**config.mk**
```make
export PLATFORM = sky130hd
export DESIGN_NAME = misr_compactor
export DESIGN_NICKNAME = d
export VERILOG_FILES = /design/src/rtl/misr_compactor.sv
export SDC_FILE = /design/constraint.sdc
export NUM_CORES = 1
export LEC_CHECK = 0
export ABC_AREA = 1
export BUFFER_PORTS_ARGS = -buffer_cell sky130_fd_sc_hd__buf_2
export CAP_MARGIN = 20
export CORE_ASPECT_RATIO = 0.75
export CORE_MARGIN = 2
export CORE_UTILIZATION = 55
export DETAILED_ROUTE_END_ITERATION = 6
export PLACE_DENSITY = 0.88
export SYNTH_ARGS = -nofsm -noshare
export SYNTH_HDL_FRONTEND = slang
export SYNTH_SLANG_ARGS = --single-unit
```
**constraint.sdc**
```tcl
create_clock -name clk -period 2 [get_ports clk]
set_input_delay 0.2 -clock clk [delete_from_list [all_inputs] [get_ports clk]]
set_output_delay 0.2 -clock clk [all_outputs]
set_load 0.03 [all_outputs]
```
**src/rtl/misr_compactor.sv**
```systemverilog
// misr_compactor: folds a wide response word into a SIG_WIDTH-bit multiple-input
// signature register (Galois form, left shift). A run absorbs exactly NUM_SAMPLES
// valid words, then freezes the signature until the next start.
//
// Handshake: data_in is consumed on every rising edge where the block is in RUN,
// in_valid=1 and start=0. There is no back-pressure; words arriving in IDLE/DONE
// or together with start are dropped.
module misr_compactor #(
   parameter int                   WIDTH       = 128,
   parameter int                   SIG_WIDTH   = 32,
   parameter logic [SIG_WIDTH-1:0] POLY        = 32'h04C11DB7,
   parameter logic [SIG_WIDTH-1:0] SEED        = 32'hFFFFFFFF,
   parameter int                   NUM_SAMPLES = 1024
) (
   input  logic                               clk,
   input  logic                               reset,
   input  logic                               start,
   input  logic                               in_valid,
   input  logic [WIDTH-1:0]                   data_in,
   output logic [SIG_WIDTH-1:0]               signature,
   output logic [$clog2(NUM_SAMPLES+1)-1:0]   sample_count,
   output logic                               busy,
   output logic                               done,
   output logic [1:0]                         dbg_state_o
);

   localparam int CNT_W   = $clog2(NUM_SAMPLES + 1);
   localparam int NSLICES = WIDTH / SIG_WIDTH;

   localparam logic [1:0] S_IDLE = 2'd0;
   localparam logic [1:0] S_RUN  = 2'd1;
   localparam logic [1:0] S_DONE = 2'd2;

   // Count value held just before the final accept of a run.
   localparam logic [CNT_W-1:0] CNT_LAST = CNT_W'(NUM_SAMPLES - 1);

   logic [1:0]           state_q, state_d;
   logic [SIG_WIDTH-1:0] sig_q, sig_d;
   logic [CNT_W-1:0]     cnt_q, cnt_d;
   logic                 busy_q, done_q;
   logic [SIG_WIDTH-1:0] fold;
   logic [SIG_WIDTH-1:0] sig_next;

   // XOR all SIG_WIDTH-wide slices of the input word together.
   always_comb begin
      fold = '0;
      for (int i = 0; i < NSLICES; i++) begin
         fold = fold ^ data_in[i*SIG_WIDTH +: SIG_WIDTH];
      end
   end

   // One Galois MISR step; only selected when a word is accepted, so unknowns on
   // an idle data bus never reach the signature register.
   always_comb begin
      sig_next = {sig_q[SIG_WIDTH-2:0], 1'b0}
               ^ (sig_q[SIG_WIDTH-1] ? POLY : '0)
               ^ fold;
   end

   // Next-state logic: run control, signature and sample counter.
   always_comb begin
      state_d = state_q;
      sig_d   = sig_q;
      cnt_d   = cnt_q;
      case (state_q)
         S_IDLE, S_DONE: begin
            if (start) begin
               state_d = S_RUN;
               sig_d   = SEED;
               cnt_d   = '0;
            end
         end
         S_RUN: begin
            if (start) begin
               // Restart drops the word presented in the same cycle.
               sig_d = SEED;
               cnt_d = '0;
            end else if (in_valid) begin
               sig_d = sig_next;
               cnt_d = cnt_q + CNT_W'(1);
               if (cnt_q == CNT_LAST) begin
                  state_d = S_DONE;
               end
            end
         end
         default: begin
            state_d = S_IDLE;
         end
      endcase
   end

   // State registers; busy/done are registered decodes of the next state.
   always_ff @(posedge clk) begin
      if (reset) begin
         state_q <= S_IDLE;
         sig_q   <= SEED;
         cnt_q   <= '0;
         busy_q  <= 1'b0;
         done_q  <= 1'b0;
      end else begin
         state_q <= state_d;
         sig_q   <= sig_d;
         cnt_q   <= cnt_d;
         busy_q  <= (state_d == S_RUN);
         done_q  <= (state_d == S_DONE);
      end
   end

   assign signature    = sig_q;
   assign sample_count = cnt_q;
   assign busy         = busy_q;
   assign done         = done_q;
   assign dbg_state_o  = state_q;

endmodule

```
==> results of run 1 <==
[registers in the layout, indices dropped and copies added, names as in the netlist]
signal and count:
busy 1, sample_count 11, done 1, dbg_state_o 2, signature 32
[layout make-up]
| type | count | area (um2) | share of cell area |
|---|---|---|---|
| clock buffers | 8 | 156 | 0.0267 |
| flip-flops and latches | 47 | 941 | 0.161 |
| repair buffers | 182 | 921 | 0.157 |
| multi-input cells | 661 | 2920 | 0.498 |
| inverters | 209 | 787 | 0.134 |
| well taps | 108 | 135 | 0.0231 |
[cell families (layout without fill, tap and decap cells)]
kind of cell	Yosys count	after routing	share of synthesized area
buf+inv	225	399	0.192
flops	47	47	0.197
fa+ha+maj	1	1	0.00262
xor+xnor	45	45	0.0825
compound gates	47	47	0.0495
simple gates	568	568	0.476
[stage by stage]
stage | setup slack [ps] | hold WS, ps | power (uW) | std cells | area, um2
after floorplan | 506 | 371 | 1770 | 933 | 4780
after global placement | 479 | 489 | 2080 | 1207 | 5700
after detailed placement | 451 | 487 | 2100 | 1207 | 5700
after CTS | 437 | 279 | 2950 | 1215 | 5860
after global routing | 285 | 314 | 3160 | 1215 | 5860
final | 432 | 287 | 2940 | 1215 | 5860
[per-layer routing]
metal  vias up  part of all wire
li1       3075                 -
met2       131              0.44
met3         4             0.062
met4         0            0.0026
met1      2282              0.49
met5         -                 0
[final timing paths]
check	from	end	slack [ps]	cells past startpoint
max reg2reg	sample_count[0]	sample_count[8]	430	6
min	in_valid	sample_count[0]	290	4
min reg2reg	sample_count[7]	sample_count[7]	510	2
max	sample_count[0]	sample_count[8]	430	6
[synthesized netlist by cell type (2+ instances only)]
| master | count | area [um2] |
|---|---|---|
| and3_1 | 2 | 12.5 |
| nand4_1 | 4 | 25.0 |
| inv_1 | 206 | 773 |
| nand2_2 | 2 | 12.5 |
| xnor2_1 | 44 | 385 |
| a21oi_1 | 40 | 200 |
| inv_2 | 2 | 7.51 |
| buf_2 | 4 | 20.0 |
| nand2_1 | 405 | 1520 |
| nand3_1 | 70 | 350 |
| nor2_4 | 3 | 33.8 |
| dfxtp_1 | 47 | 941 |
| nor2_1 | 78 | 293 |
| buf_6 | 9 | 101 |
| clkbuf_1 | 2 | 7.51 |
| o21ai_0 | 6 | 30.0 |
[power groups by stage]
| stage | clock network (uW) | registers [uW] | logic [uW] |
|---|---|---|---|
| 2_1_floorplan | 0 | 1140 | 626 |
| 3_3_place_gp | 0 | 1050 | 1020 |
| 3_5_place_dp | 0 | 1050 | 1050 |
| 4_1_cts | 868 | 1030 | 1050 |
| 5_1_grt | 912 | 1040 | 1210 |
| 6_report | 857 | 1030 | 1050 |
[worst min-delay path, stage by stage]
cell,delay [ps]
buf_2,100
nand2_2,80
nand2_1,70
a21oi_1,60
==> qor.yml, run 1 <==
run_status:
  status: "finished, final reports clean"
synthesis:
  synth_cell_type_count: 25
  syn_avg_cell_area_um2: 5.12
  yosysWarnings: 0
  synth-edff-count: 0
  syn_area_um2: 4780
  async_flop_share: 0
  ys_seq_area_frac: 0.197
  syn_nets: 1066
  synthFlopType: "dfxtp_1"
  synthCells: 933
  ys_seq_elements: 47
clock_network:
  post-cts-setup-buffers: 0
  cts_tree: "built"
  worst_skew_pair.late_latency_ps: 280
  cts.clk_slew.worst_paths_ps: 60
  cts_max_level: 2
  cts_hold_buf: 0
  clock-sinks: 47
  numCtsBuffers: 5
  clockRootBuffer: "clkbuf_16"
  ctsLongestPathBuffers: 2
  cts_resized: 0
sta:
  fin_skew_ps: 4.35
  hold_violations: 0
  tns_ps: 0
  max_slew_margin: 0.750
  tightest_slew_ps: 375
  rsz0062_at_grt: "false"
  min_period_ps: 1570
  finalCritPeriodShare: 0.784
  max_freq_ghz: 0.638
  slew_viol_final: 0
  setup_viol: 0
final_layout:
  drive_gt1_frac: 0.181
  fill_cells: 811
  final_nets: 1239
  antennaDiodeCount: 0
  final_cell_mix: "405 x nand2_1, 206 x inv_1, 178 x buf_2"
  areaGrowthSynthToFinish_pct: 22.6
  final_common_cell: "nand2_1"
  final_util: 0.693
job:
  drv_cap: 0
worst_setup_path:
  path_cells: "ha_1 > nand3_1 > nor2_1 > nand2_1 > o21ai_0 > a21oi_1"
  crit_type: "flip-flop to flip-flop"
  endpoint_kind: "flip-flop"
  startpoint_type: "flip-flop"
  critPathSlowestCell: "dfxtp_1"
  cp_max_fo: 5
  crit_required_ps: 2160
  cpLargestDelayFamily: "simple AND/OR/NAND/NOR gates"
  cp_num_buf_inv: 0
  max_stage_delay_ps: 410
  cp_data_arrival_time_ps: 1730
pwr:
  p_per_area_nw_per_um2: 501
  power.switching_uw: 1010
  p_comb_frac: 0.357
  seq_power_share: 0.351
  leakage_uw: 0.00398
  p_int_uw: 1930
  pwr-share-clk: 0.292
  switching_share: 0.343
  ir_drop_v: 0.000454
die:
  dieArea_um2: 9460
  start_util: 0.565
  die_h_um: 84.7
  pin_count: 179
  die_x_um: 112
  coreArea_um2: 8450
  row_count: 29
place:
  dp_hpwl_um: 9190
  io_buffers: 178
  gp_congestion: 0.961
grt:
  grt_start_max_net_pins: 37
  grt-ovfl-total: 0
  grt_util_all_layers: 0.244
  top_usage_layer: "met2"
  grt_use_met1: 0.329
  grtUsageMet2: 0.426
  grt_pass1_wl_um: 20100
  antenna_found_initial: 0
  grt_pass1_vias: 4866
  globalRouteMet3Util: 0.0448
min_path:
  holdCritPathClass: "primary input to flip-flop"
route:
  first_iter_violations: 276
  postRouteAntennaNets: 0
  vias: 5492
  drt-pass1-iter-count: 5
  routed_via_density: 4.52
  finalWirelength_um: 11400
  wl_per_cell_um: 9.35
  route.detailed.drc: 0
No activity file was read; power rests on OpenSTA's default activity.
==> run 2: changes to the inputs <==
- ABC_AREA: 1 -> 0
- CORE_UTILIZATION: 55 -> 44
- PLACE_DENSITY: 0.88 -> 0.82
- clock period: 2 -> 1.56 ns (I/O delays scaled with it)
==> run 2 against run 1 <==
The run now ends with setup timing left. Sequential power grew 21%. Flip-flop and latch count is the same. Global-route usage shrank 4.0 points. First-iteration DRC count shrank 82%. Critical path type unchanged. Highest routed layer unchanged.
==> qor.yml, run 2 <==
run_status:
  status: "finished with violations"
  failed_checks: "setup timing"
synthesis:
  syn_nets: 428
  syn_avg_cell_area_um2: 9.91
  yosys-top-cells-count: "125 x xnor2_1, 47 x dfxtp_1, 32 x a2bb2oi_1"
  ys_seq_area_frac: 0.322
  synth-edff-count: 0
  yosysMostFrequentCell: "xnor2_1"
  yosysWarnings: 0
  async_flop_share: 0
  ys_seq_elements: 47
  synth_top_area_share: 0.375
  synthTopCellsByArea: "xnor2_1 37%, dfxtp_1 32%, a2bb2oi_1 9.6%"
  synth_largest_area_cell: "xnor2_1"
  synthCells: 295
  synthFlopType: "dfxtp_1"
  synth_cell_type_count: 35
  syn_area_um2: 2920
min_path:
  holdCritPathClass: "primary input to flip-flop"
  hold_end: "dbg_state_o[1]"
  hp-start: "reset"
  hold_depth: 2
clock_network:
  cts.clk_slew.worst_paths_ps: 80
  numCtsBuffers: 5
  cts_hold_buf: 0
  clock-sinks: 47
  clockRootBuffer: "clkbuf_8"
  cts_tree: "built"
  worst_skew_pair.late_latency_ps: 290
  cts_max_level: 2
  ctsLongestPathBuffers: 2
sta:
  setup_viol: 3
  fin_skew_ps: 7.57
  max_freq_ghz: 0.630
  tightest_slew_ps: 434
  max_slew_margin: 0.708
  hold_violations: 0
  rsz0062_at_grt: "true"
  worst_slack_ps: -27.7
  min_period_ps: 1590
  finalCritPeriodShare: 1.02
  slew_viol_final: 0
pwr:
  power.total_uw: 2940
  ir_drop_v: 0.000428
  p_per_area_nw_per_um2: 712
  leakage_uw: 0.00175
die:
  row_count: 25
  die_x_um: 98.1
  pin_count: 179
  die_h_um: 74.6
  dieArea_um2: 7320
  start_util: 0.460
  coreArea_um2: 6350
worst_setup_path:
  path_cells: "ha_4 > and4_4 > nand4_4 > or4b_4 > a21oi_2"
  endpoint_kind: "flip-flop"
  r2r-end: "done"
  reg2reg_depth: 5
  max_stage_delay_ps: 560
  startpoint_type: "flip-flop"
  crit_required_ps: 1790
  startpoint: "sample_count[0]"
  cp_data_arrival_time_ps: 1810
  cpLargestDelayFamily: "simple AND/OR/NAND/NOR gates"
  critPathSlowestCell: "or4b_4"
  reg2reg_slack_ps: -30
  cp_max_fo: 3
  r2r_start: "sample_count[0]"
  crit_type: "flip-flop to flip-flop"
  cp_num_buf_inv: 0
final_layout:
  multiInputGateArea_um2: 1960
  final_nets: 617
  seqCellArea_um2: 958
  final_util: 0.651
  antennaDiodeCount: 0
  areaGrowthSynthToFinish_pct: 41.4
  final_cell_mix: "178 x buf_2, 125 x xnor2_1, 37 x dfxtp_1"
  drive_gt1_frac: 0.456
  final_common_cell: "buf_2"
  stdcell_count: 566
  design_area_um2: 4130
  largest_reg_flops: 32
  fill_cells: 551
place:
  dpl_cell_area_um2: 3980
  gp_congestion: 0.933
  io_buffers: 178
  dp_hpwl_um: 6350
  placed_cells: 554
route:
  first_iter_violations: 50
  vias: 2694
  routed_via_density: 4.76
  wl_per_cell_um: 13.6
  route.detailed.drc: 0
  finalWirelength_um: 7690
  drt-pass1-iter-count: 4
  postRouteAntennaNets: 0
grt:
  antenna_found_initial: 0
  grt-ovfl-total: 0
  grt_start_max_net_pins: 22
  grt_util_all_layers: 0.204
  grt_pass1_vias: 2649
  grt_pass1_wl_um: 12000
job:
  drv_cap: 0
[run 2: how the worst max path moves through the flow]
stage | end | depth (start not counted)
after floorplan | dbg_state_o[1] | 5
after global placement | dbg_state_o[1] | 5
after detailed placement | dbg_state_o[1] | 5
after CTS | done | 5
after global routing | done | 5
final | done | 5
[run 2: routing by layer]
| layer | share of wire | global-route usage | vias to the layer above |
|---|---|---|---|
| met5 | 0 | 0 | - |
| met4 | 0.0088 | 0.0509 | 0 |
| met3 | 0.065 | 0.0451 | 7 |
| met2 | 0.50 | 0.366 | 100 |
| met1 | 0.42 | 0.254 | 1214 |
| li1 | - | - | 1373 |
[run 2: cell families (layout without fill, tap and decap cells)]
logic type      Yosys count  count (layout)  synth area share
simple gates             41              41            0.0839
buf+inv                  12             202            0.0201
mux                       1               1           0.00342
fa+ha+maj                 1               1           0.00428
flops                    47              47             0.322
compound gates           46              46             0.126
xor+xnor                147             147             0.440
[run 2: through the flow]
step	setup slack, ps	TNS (ps)	hold WS, ps
CTS	-23.1	-38.1	154
floorplan	-55.1	-212	333
global route	-89.7	-221	179
global placement	-4.21	-4.21	456
finish	-27.7	-50.4	173
detailed placement	-104	-282	477
[run 2: repair_timing]
item | 4_1_cts | 5_1_grt
setup buffers | 4 | 0
resized for setup | 4 | 1
endpoints found under the setup margin | 3 | 8
pin swaps | 6 | 0
[run 2: final cells by class]
cell class	count	share of cell area
Sequential cell	47	0.232
Clock buffer	8	0.0242
Tap cell	81	0.0245
Timing Repair Buffer	194	0.245
Multi-Input combinational cell	236	0.474
[run 2: report_power, final]
group          internal (uW)  switching (uW)
Clock                    405             380
Sequential              1230            29.2
Combinational            496             408
Total                   2130             818
[run 2: worst register-to-register path: stages (launching register included)]
cell and delay (ps):
dfxtp_4 360, ha_4 130, and4_4 230, nand4_4 100
or4b_4 560, a21oi_2 150
==> run 3: changes to the inputs <==
- BUFFER_PORTS_ARGS: -buffer_cell sky130_fd_sc_hd__buf_2 -> unset
- CORE_UTILIZATION: 44 -> 60
- DONT_BUFFER_PORTS: unset -> 1
- PLACE_DENSITY: 0.82 -> 0.76
==> run 3 against run 2 <==
Critical path type unchanged. Clock-buffer cell count down 1. Worst hold slack got worse by 250 ps. Highest routed layer unchanged. The run ends with hold timing, setup timing left. Utilization up 12 points. Combinational power shrank 21%. Design area shrank 15%. Wire length fell by 15%. Sequential share of layout area rose by 4.0 points. Power is 10% lower. Sequential power about the same. Clock power decreased by 13%. Register-to-register slack better by 20 ps.
==> qor.yml, run 3 (same netlist as run 2, synthesis figures left out) <==
run_status:
  status: "finished with violations"
  failed_checks: "hold timing, setup timing"
sta:
  fin_skew_ps: 6.39
  slew_viol_final: 0
  max_freq_ghz: 0.637
  hold_violations: 6
  timing.hold.ws_ps: -81.6
  finalCritPeriodShare: 1.01
  max_slew_margin: 0.747
  worst_slack_ps: -9.58
  tns_ps: -12.9
  setup_viol: 2
  rsz0062_at_grt: "true"
  min_period_ps: 1570
  tightest_slew_ps: 374
grt:
  grt_start_max_net_pins: 28
  grt-ovfl-total: 0
  grt_pass1_vias: 2135
  grt_pass1_wl_um: 10100
  grt_util_all_layers: 0.235
  antenna_found_initial: 0
place:
  dp_hpwl_um: 5300
  placed_cells: 392
  gp_congestion: 0.825
  io_buffers: 0
worst_setup_path:
  cp_max_fo: 3
  endpoint_kind: "flip-flop"
  crit_type: "flip-flop to flip-flop"
  critPathSlowestCell: "or4b_4"
  cpLargestDelayFamily: "simple AND/OR/NAND/NOR gates"
  r2r_start: "sample_count[0]"
  startpoint: "sample_count[0]"
  path_cells: "ha_4 > and4_4 > nand4_4 > or4b_4 > a21oi_2"
  startpoint_type: "flip-flop"
  crit_required_ps: 1790
  cp_num_buf_inv: 0
  cp_data_arrival_time_ps: 1800
  max_stage_delay_ps: 560
final_layout:
  multiInputGateArea_um2: 1970
  antennaDiodeCount: 0
  areaGrowthSynthToFinish_pct: 20.5
  fill_cells: 335
  seqCellArea_um2: 958
  final_common_cell: "xnor2_1"
  final_nets: 479
  final_cell_mix: "125 x xnor2_1, 54 x buf_4, 37 x dfxtp_1"
  largest_reg_flops: 32
  drive_gt1_frac: 0.240
  stdcell_count: 403
route:
  first_iter_violations: 76
  routed_via_density: 5.47
  finalWirelength_um: 6530
  drt-pass1-iter-count: 4
  vias: 2204
  wl_per_cell_um: 16.2
  postRouteAntennaNets: 0
  route.detailed.drc: 0
min_path:
  hp-start: "reset"
  holdCritPathClass: "primary input to flip-flop"
pwr:
  leakage_uw: 0.00125
  power.total_uw: 2650
  ir_drop_v: 0.000557
  p_per_area_nw_per_um2: 752
die:
  start_util: 0.639
  coreArea_um2: 4570
  die_h_um: 64.4
  pin_count: 179
  die_x_um: 84.6
  row_count: 21
  dieArea_um2: 5450
clock_network:
  ctsLongestPathBuffers: 2
  numCtsBuffers: 5
  clockRootBuffer: "clkbuf_8"
  clock-sinks: 47
  cts.clk_slew.worst_paths_ps: 80
  cts_tree: "built"
  cts_max_level: 2
  worst_skew_pair.late_latency_ps: 290
job:
  drv_cap: 0
run 3: changes by cell type in the layout (fill, tap and decap cells not counted):
cell      delta
buf_2      -178
buf_4       +39
buf_12       +2
clkbuf_8     -2
buf_6        -1
clkbuf_1     +1
nor4_1       -1
nor4_2       +1
o21ai_1      -1
o21ai_2      +1
run 3: per-layer routing:
metal	up-vias	track usage	wire (um)	part of all wire
met5	-	0	0	0
met1	1000	0.264	2550	0.39
li1	1102	-	-	-
met4	0	0.0615	48	0.0073
met2	97	0.428	3380	0.52
met3	5	0.0790	551	0.084
run 3: timing repair:
item | in CTS | in global routing
pin swaps | 5 | 1
resized for setup | 5 | 1
setup endpoints to repair | 3 | 6
hold endpoints to repair | 6 | 6
gates cloned | 0 | 0
setup buffers | 1 | 3
run 3: final cells by class:
cell class                      count  area share
Clock buffer                        7      0.0217
Multi-Input combinational cell    236       0.559
Sequential cell                    47       0.272
Tap cell                           57      0.0203
Timing Repair Buffer               56       0.127
run 3: final timing paths:
kind | end | slack, ps | depth (start not counted)
setup reg to reg | done | -10 | 5
hold / removal | dbg_state_o[1] | -80 | 1
setup / recovery | done | -10 | 5
hold reg to reg | sample_count[3] | 550 | 2
run 3: report_power, final:
| group | internal (uW) | total [uW] | switching [uW] |
|---|---|---|---|
| registers | 1230 | 1250 | 26.2 |
| logic | 400 | 713 | 313 |
| clock network | 309 | 683 | 373 |
| total | 1930 | 2650 | 712 |
run 3: metrics by stage:
stage | worst slack (ps) | instance area, um2 | util
after CTS | 0.461 | 3490 | 0.764
after global routing | -41.9 | 3520 | 0.770
after detailed placement | -36.6 | 3390 | 0.741
final | -9.58 | 3520 | 0.770
after floorplan | -55.1 | 2960 | -
after global placement | 6.00 | 3390 | 0.741
